File: src/rtl/hw_barrier_initiator_if.sv
// Purpose : peripheral-bus link between the barrier initiator and the barrier unit
//           (req/gnt request phase, one or more cycles later an r_valid response phase).
// Ports   : master drives req/add/wen/wdata/be, slave returns gnt/r_valid/r_rdata.
interface hw_barrier_initiator_if;
  logic        req;
  logic [31:0] add;
  logic        wen;      // 1 = read, 0 = write
  logic [31:0] wdata;
  logic [3:0]  be;
  logic        gnt;
  logic        r_valid;
  logic [31:0] r_rdata;

  modport master (
    output req, add, wen, wdata, be,
    input  gnt, r_valid, r_rdata
  );

  modport slave (
    input  req, add, wen, wdata, be,
    output gnt, r_valid, r_rdata
  );
endinterface

File: src/rtl/hw_barrier_initiator.sv
// Purpose : core-side barrier initiator; turns CONFIG / ARRIVE / ARRIVE_WAIT / READ_STATUS
//           commands into single-outstanding peripheral-bus transactions.
// Latency : minimal ARRIVE (gnt same cycle, r_valid next cycle) -> rsp_valid 3 cycles after accept.
// Backpr. : cmd_ready only in IDLE; request held until gnt; response held until rsp_ready.
// Ports   : clk_i/rst_ni; cmd_* command handshake; rsp_* response handshake;
//           bus (master modport) peripheral request/response; barrier_event_i event line.
module hw_barrier_initiator #(
  parameter int unsigned NB_CORES  = 4,
  parameter int unsigned CORE_ID   = 0,
  parameter logic [31:0] BASE_ADDR = 32'h0000_0000,
  parameter int unsigned TIMEOUT   = 0
) (
  input  logic                clk_i,
  input  logic                rst_ni,
  input  logic                cmd_valid_i,
  output logic                cmd_ready_o,
  input  logic [1:0]          cmd_op_i,
  input  logic [NB_CORES-1:0] cmd_trig_mask_i,
  input  logic [NB_CORES-1:0] cmd_tgt_mask_i,
  output logic                rsp_valid_o,
  input  logic                rsp_ready_i,
  output logic [NB_CORES-1:0] rsp_data_o,
  output logic                rsp_err_o,
  hw_barrier_initiator_if.master bus,
  input  logic                barrier_event_i
);

  localparam logic [1:0] OP_CONFIG      = 2'b00;
  localparam logic [1:0] OP_ARRIVE      = 2'b01;
  localparam logic [1:0] OP_ARRIVE_WAIT = 2'b10;
  localparam logic [1:0] OP_READ_STATUS = 2'b11;

  localparam logic [31:0] ADDR_TMASK  = BASE_ADDR + 32'h0000_0000;
  localparam logic [31:0] ADDR_STATUS = BASE_ADDR + 32'h0000_0004;
  localparam logic [31:0] ADDR_GMASK  = BASE_ADDR + 32'h0000_000C;
  localparam logic [31:0] ADDR_TRIG   = BASE_ADDR + 32'h0000_0010;
  localparam logic [31:0] TRIG_WDATA  = 32'd1 << CORE_ID;

  // Counter only has to reach TIMEOUT-1: the timeout fires on the edge where it would hit TIMEOUT.
  localparam int unsigned         CNT_W    = (TIMEOUT > 1) ? $clog2(TIMEOUT) : 1;
  localparam logic [CNT_W-1:0]    CNT_LAST = CNT_W'(TIMEOUT - 1);

  typedef enum logic [2:0] {
    IDLE, WR_TMASK, WR_GMASK, WR_TRIG, RD_STAT, WAIT_RSP, WAIT_EVT, RESP
  } state_e;

  state_e              state_q, state_d;
  logic [1:0]          op_q;
  logic [NB_CORES-1:0] trig_q, tgt_q;
  logic                second_q;     // CONFIG: target-mask write already granted
  logic                evt_q;        // sticky barrier event for the current trigger
  logic [CNT_W-1:0]    cnt_q;
  logic [NB_CORES-1:0] rsp_data_q;
  logic                rsp_err_q;

  logic accept;
  logic evt_now;
  logic timeout_hit;
  logic unused_rdata_hi;

  assign accept          = cmd_valid_i && (state_q == IDLE);
  assign evt_now         = evt_q || barrier_event_i;
  assign timeout_hit     = (TIMEOUT != 0) && (cnt_q == CNT_LAST);
  assign unused_rdata_hi = ^bus.r_rdata[31:NB_CORES];

  assign cmd_ready_o = (state_q == IDLE);
  assign rsp_valid_o = (state_q == RESP);
  assign rsp_data_o  = rsp_data_q;
  assign rsp_err_o   = rsp_err_q;

  always_ff @(posedge clk_i or negedge rst_ni) begin
    if (!rst_ni) state_q <= IDLE;
    else         state_q <= state_d;
  end

  always_comb begin
    state_d = state_q;
    unique case (state_q)
      IDLE: begin
        if (cmd_valid_i) begin
          unique case (cmd_op_i)
            OP_CONFIG:      state_d = WR_TMASK;
            OP_ARRIVE:      state_d = WR_TRIG;
            OP_ARRIVE_WAIT: state_d = WR_TRIG;
            OP_READ_STATUS: state_d = RD_STAT;
            default:        state_d = IDLE;
          endcase
        end
      end
      WR_TMASK, WR_GMASK, WR_TRIG, RD_STAT: begin
        if (bus.gnt) state_d = WAIT_RSP;
      end
      // Only reachable after a grant, so a stray r_valid elsewhere is ignored.
      WAIT_RSP: begin
        if (bus.r_valid) begin
          if (op_q == OP_CONFIG)           state_d = second_q ? RESP : WR_GMASK;
          else if (op_q == OP_ARRIVE_WAIT) state_d = WAIT_EVT;
          else                             state_d = RESP;
        end
      end
      // A live event wins over a simultaneous timeout.
      WAIT_EVT: begin
        if (evt_now || timeout_hit) state_d = RESP;
      end
      RESP: begin
        if (rsp_ready_i) state_d = IDLE;
      end
      default: state_d = IDLE;
    endcase
  end

  // Request phase is decoded from the state, so the address/data stay stable until gnt
  // and req drops the moment reset is asserted.
  always_comb begin
    bus.req   = 1'b0;
    bus.add   = '0;
    bus.wen   = 1'b0;
    bus.wdata = '0;
    bus.be    = '0;
    case (state_q)
      WR_TMASK: begin
        bus.req   = 1'b1;
        bus.add   = ADDR_TMASK;
        bus.wdata = 32'(trig_q);
        bus.be    = 4'hF;
      end
      WR_GMASK: begin
        bus.req   = 1'b1;
        bus.add   = ADDR_GMASK;
        bus.wdata = 32'(tgt_q);
        bus.be    = 4'hF;
      end
      WR_TRIG: begin
        bus.req   = 1'b1;
        bus.add   = ADDR_TRIG;
        bus.wdata = TRIG_WDATA;
        bus.be    = 4'hF;
      end
      RD_STAT: begin
        bus.req   = 1'b1;
        bus.add   = ADDR_STATUS;
        bus.wen   = 1'b1;
        bus.be    = 4'hF;
      end
      default: ;
    endcase
  end

  always_ff @(posedge clk_i or negedge rst_ni) begin
    if (!rst_ni) begin
      op_q       <= OP_CONFIG;
      trig_q     <= '0;
      tgt_q      <= '0;
      second_q   <= 1'b0;
      evt_q      <= 1'b0;
      cnt_q      <= '0;
      rsp_data_q <= '0;
      rsp_err_q  <= 1'b0;
    end else begin
      if (accept) begin
        op_q     <= cmd_op_i;
        trig_q   <= cmd_trig_mask_i;
        tgt_q    <= cmd_tgt_mask_i;
        second_q <= 1'b0;
      end

      if (state_q == WR_GMASK && bus.gnt) second_q <= 1'b1;

      // Events up to and including the trigger grant belong to an earlier barrier.
      if (state_q == WR_TRIG && bus.gnt) evt_q <= 1'b0;
      else if (barrier_event_i)          evt_q <= 1'b1;

      if (state_q == WAIT_EVT) cnt_q <= cnt_q + CNT_W'(1);
      else                     cnt_q <= '0;

      if (state_q == WAIT_RSP && bus.r_valid && op_q == OP_READ_STATUS)
        rsp_data_q <= bus.r_rdata[NB_CORES-1:0];

      if (state_q == WAIT_EVT && !evt_now && timeout_hit)
        rsp_err_q <= 1'b1;

      if (state_q == RESP && rsp_ready_i) begin
        rsp_data_q <= '0;
        rsp_err_q  <= 1'b0;
      end
    end
  end

endmodule

File: src/flat_wrapper.sv
// flat-port wrapper written by rule: the top's interface ports become plain ports
module hw_barrier_initiator_flat 
#(
  parameter int unsigned NB_CORES  = 4,
  parameter int unsigned CORE_ID   = 0,
  parameter logic [31:0] BASE_ADDR = 32'h0000_0000,
  parameter int unsigned TIMEOUT   = 0
)
  (clk_i, rst_ni, cmd_valid_i, cmd_ready_o, cmd_op_i, cmd_trig_mask_i, cmd_tgt_mask_i, rsp_valid_o, rsp_ready_i, rsp_data_o, rsp_err_o, barrier_event_i, bus_req, bus_add, bus_wen, bus_wdata, bus_be, bus_gnt, bus_r_valid, bus_r_rdata);
  hw_barrier_initiator_if bus_i ();
  input  logic clk_i;
  input  logic rst_ni;
  input  logic cmd_valid_i;
  output logic cmd_ready_o;
  input  logic [1:0] cmd_op_i;
  input  logic [NB_CORES-1:0] cmd_trig_mask_i;
  input  logic [NB_CORES-1:0] cmd_tgt_mask_i;
  output logic rsp_valid_o;
  input  logic rsp_ready_i;
  output logic [NB_CORES-1:0] rsp_data_o;
  output logic rsp_err_o;
  input  logic barrier_event_i;
  output wire logic [$bits(bus_i.req)-1:0] bus_req;
  output wire logic [$bits(bus_i.add)-1:0] bus_add;
  output wire logic [$bits(bus_i.wen)-1:0] bus_wen;
  output wire logic [$bits(bus_i.wdata)-1:0] bus_wdata;
  output wire logic [$bits(bus_i.be)-1:0] bus_be;
  input wire logic [$bits(bus_i.gnt)-1:0] bus_gnt;
  input wire logic [$bits(bus_i.r_valid)-1:0] bus_r_valid;
  input wire logic [$bits(bus_i.r_rdata)-1:0] bus_r_rdata;
  assign bus_req = bus_i.req;
  assign bus_add = bus_i.add;
  assign bus_wen = bus_i.wen;
  assign bus_wdata = bus_i.wdata;
  assign bus_be = bus_i.be;
  assign bus_i.gnt = bus_gnt;
  assign bus_i.r_valid = bus_r_valid;
  assign bus_i.r_rdata = bus_r_rdata;
  hw_barrier_initiator #(.NB_CORES(NB_CORES), .CORE_ID(CORE_ID), .BASE_ADDR(BASE_ADDR), .TIMEOUT(TIMEOUT)) u_core (.clk_i(clk_i), .rst_ni(rst_ni), .cmd_valid_i(cmd_valid_i), .cmd_ready_o(cmd_ready_o), .cmd_op_i(cmd_op_i), .cmd_trig_mask_i(cmd_trig_mask_i), .cmd_tgt_mask_i(cmd_tgt_mask_i), .rsp_valid_o(rsp_valid_o), .rsp_ready_i(rsp_ready_i), .rsp_data_o(rsp_data_o), .rsp_err_o(rsp_err_o), .bus(bus_i), .barrier_event_i(barrier_event_i));
endmodule
File: config.mk
export PLATFORM = sky130hd
export DESIGN_NAME = hw_barrier_initiator_flat
export DESIGN_NICKNAME = d
export VERILOG_FILES = /design/src/rtl/hw_barrier_initiator_if.sv /design/src/rtl/hw_barrier_initiator.sv /design/src/flat_wrapper.sv
export SDC_FILE = /design/constraint.sdc
export NUM_CORES = 1
export LEC_CHECK = 0
export ABC_AREA = 1
export BUFFER_PORTS_ARGS = -buffer_cell sky130_fd_sc_hd__buf_2
export CORE_ASPECT_RATIO = 1.5
export CORE_MARGIN = 3
export CORE_UTILIZATION = 34
export DETAILED_ROUTE_END_ITERATION = 16
export PLACE_DENSITY = 0.74
export SYNTH_ARGS = -nofsm -noshare
export SYNTH_HDL_FRONTEND = slang
export SYNTH_SLANG_ARGS = --single-unit
export TNS_END_PERCENT = 30
File: constraint.sdc
create_clock -name clk_i -period 1.2 [get_ports clk_i]
set_input_delay 0.24 -clock clk_i [delete_from_list [all_inputs] [get_ports clk_i]]
set_output_delay 0.24 -clock clk_i [all_outputs]
set_load 0.01 [all_outputs]
==> results.md <==
* Row Count at 29
* Boundary Pins at 126
* Fin. max-slew vios at 0
* Avg WL per Cell at between 10 and 15 µm
* Critical Path AT at between 1 and 1.5 ns
* Worst Hold Class: input pin to register
* Most frequent cells in the layout: nand2_1, conb_1, buf_2, dfrtp_1, buf_4
* Crit path max fanout at 5
* Wirelength, routed at 3080 µm
* Tcrit/Tclk final at 1.29
* Static leakage at between 1 and 1.5 nW
* Peak supply drop at roughly 0.00062 V
* Sequential cell area fraction in the yosys report at 0.313
* RR Endpoint: u_core.state_q[2]
* Clk_skew at around 0.0010 ns
* Most common cell after layout, fill and taps aside: nand2_1
* Placed cell area at ~1600 µm²
* H-Tree Depth at 1
* Via count at ~1200
* Hpwl dp at between 2000 and 2500 µm
* Clock tree sinks at 19
* Placed insts at 295
* I/O Buffers at 39
* Syn_area_per_cell at around 7.4 µm²
* Dpl ws at -0.129 ns
* Fillers at about 440
* Util after Layout at 0.420
* Mapped cell area at roughly 1500 µm²
* Area grow syn2layout at 18.5%
* Clk root buf: clkbuf_8
* Post-synth EDFFs at 0
* Net count, final at about 310
* Crit Path Class: register to primary output
* Yosys top cell area share at 0.313
* Worst hold stages at 3
* CTS Buffer Depth at 2
* Post-synth top flop: dfrtp_1
* Final hold vios at 0
* Vias in the first global route at 1124
* Cell variety after synth at 20
* WP data required at approximately 0.96 ns
* Status: finished, violations left
* Violated checks: setup timing
* Critical Path End Type: primary output
* Reg2Reg Launch Point: u_core.state_q[0]
* Num CTS Buffers at 3
* TritonCTS clock tree: done
* Final cell count without fillers at approximately 310
* Flops & latches, synth at 19
* First-pass GRT wire length at roughly 4600 µm
* Die Y at just under 90 µm
* PwrDens at between 2000 and 2500 nW/µm²
* Share of layout cells above drive strength 1 at 0.341
* DR DRC count at 0
* Final design area excluding fillers at around 1800 µm²
* Largest net degree at the start of global routing at 20
* Final weighted congestion in routability-driven placement at 0.852
* Number of vias per cell at 4.06
* Fin crit period at roughly 1.5 ns
* Max Clock Freq at roughly 0.65 GHz
* # diodes at 0
* Leading area contributor after synthesis: dfrtp_1
* Overflow after GRT at 0
* Unrepaired setup endpoints after global routing: true
* Cells after Synth at roughly 200
* Worst Reg2Reg Path Length in Cells at 9
* Flop2flop setup slack at -0.21 ns
* Startpoint Class: register
* Ys async rst share at 1.00
* Initial antenna violation count at 0
* Die footprint at between 5000 and 6000 µm²
* Final setup viols at 33
* Die W at roughly 61 µm
* Hold endpoint: u_core.rsp_data_o[0]
* Clk slew on worst S/H paths at 0.07 ns
* Clk Latency, worst-skew pair at between 0.2 and 0.3 ns
* Initial Util at 0.355
* Core area at around 4300 µm²
* Largest cells by area after synthesis: dfrtp_1, buf_4, nand2_1
* Ys Warns at 0
* DR iter-0 viols at 5
* Hold_sp: bus_r_rdata[0]
* Setup ws final at -0.345 ns
* Gr usage total at 0.113
* DRT antenna net count at 0
* Maxcap violations at 0
* Setup TNS at -6.02 ns
* Pre-antenna DRT Iters at 2
==> state kept, by name (all words and copies together), names as in the netlist <==
register / count
u_core.trig_q: 4
u_core.second_q: 1
u_core.evt_q: 1
u_core.state_q: 3
u_core.rsp_data_o: 4
u_core.tgt_q: 4
u_core.op_q: 2
==> cells in the mapped netlist (3+ instances only) <==
cell,instances
nand2_1,62
inv_1,12
buf_4,63
dfrtp_1,19
o21ai_0,3
nand3_1,12
nand2_2,4
nor2_1,9
a22o_1,3
==> worst max-delay path, stage by stage (launching register included) <==
cell	delay, ns
dfrtp_1	0.41
inv_2	0.13
nor2_4	0.05
nand2_2	0.09
inv_4	0.05
a22o_1	0.18
buf_2	0.14
==> power by group <==
group          total (mW)  switching [mW]  internal [mW]
Combinational        2.56            1.44           1.12
Clock               0.456           0.224          0.232
Sequential           1.17           0.231          0.939
Total                4.18            1.89           2.29
==> final cells by class <==
type                    instances  area (µm²)  area share
clock buffers                   3        41.3      0.0229
clock inverters                 1        5.00     0.00278
inverters                      15        60.1      0.0334
multi-input cells             164         791       0.439
flip-flops and latches         19         477       0.265
well taps                      46        57.6      0.0320
repair buffers                 59         368       0.204
==> worst max-delay path by stage <==
stage	startpoint	to	cells after the start
after CTS	u_core.state_q[1]	bus_req	6
after floorplan	u_core.state_q[2]	bus_be[1]	5
after detailed placement	u_core.state_q[0]	bus_wdata[0]	6
after global placement	u_core.state_q[0]	bus_wdata[0]	6
final	u_core.state_q[1]	bus_wdata[1]	6
after global routing	u_core.state_q[1]	bus_wdata[0]	7
==> per-layer routing <==
metal / global-route usage / up-vias / wire (µm)
met2: 0.201 / 68 / 1650
met3: 0.0162 / 10 / 276
li1: - / 620 / -
met5: 0 / - / 0
met1: 0.119 / 547 / 1030
met4: 0.0769 / 0 / 116
==> what timing repair did <==
action,4_1_cts,5_1_grt
hold buffers,1,0
buffers inserted,4,3
pin swaps,3,4
hold endpoints to repair,19,0
gates cloned,0,0
setup endpoints to repair,33,33
gates resized for setup,15,6
==> cells by family after synthesis <==
group	after synthesis	share of synthesized area
AO/OA/AOI/OAI	9	0.0371
adder cells (fa/ha/maj)	2	0.0165
buffers and inverters	78	0.349
flip-flops	19	0.313
other	1	0.00247
AND/OR/NAND/NOR	95	0.282
==> per-stage QoR <==
step	hold slack, ns	power, mW
finish	0.174	4.18
global route	0.180	4.55
detailed placement	0.206	3.33
global placement	0.199	3.29
floorplan	-0.0556	2.82
CTS	0.176	4.03
(Power assumes the default switching activity.)
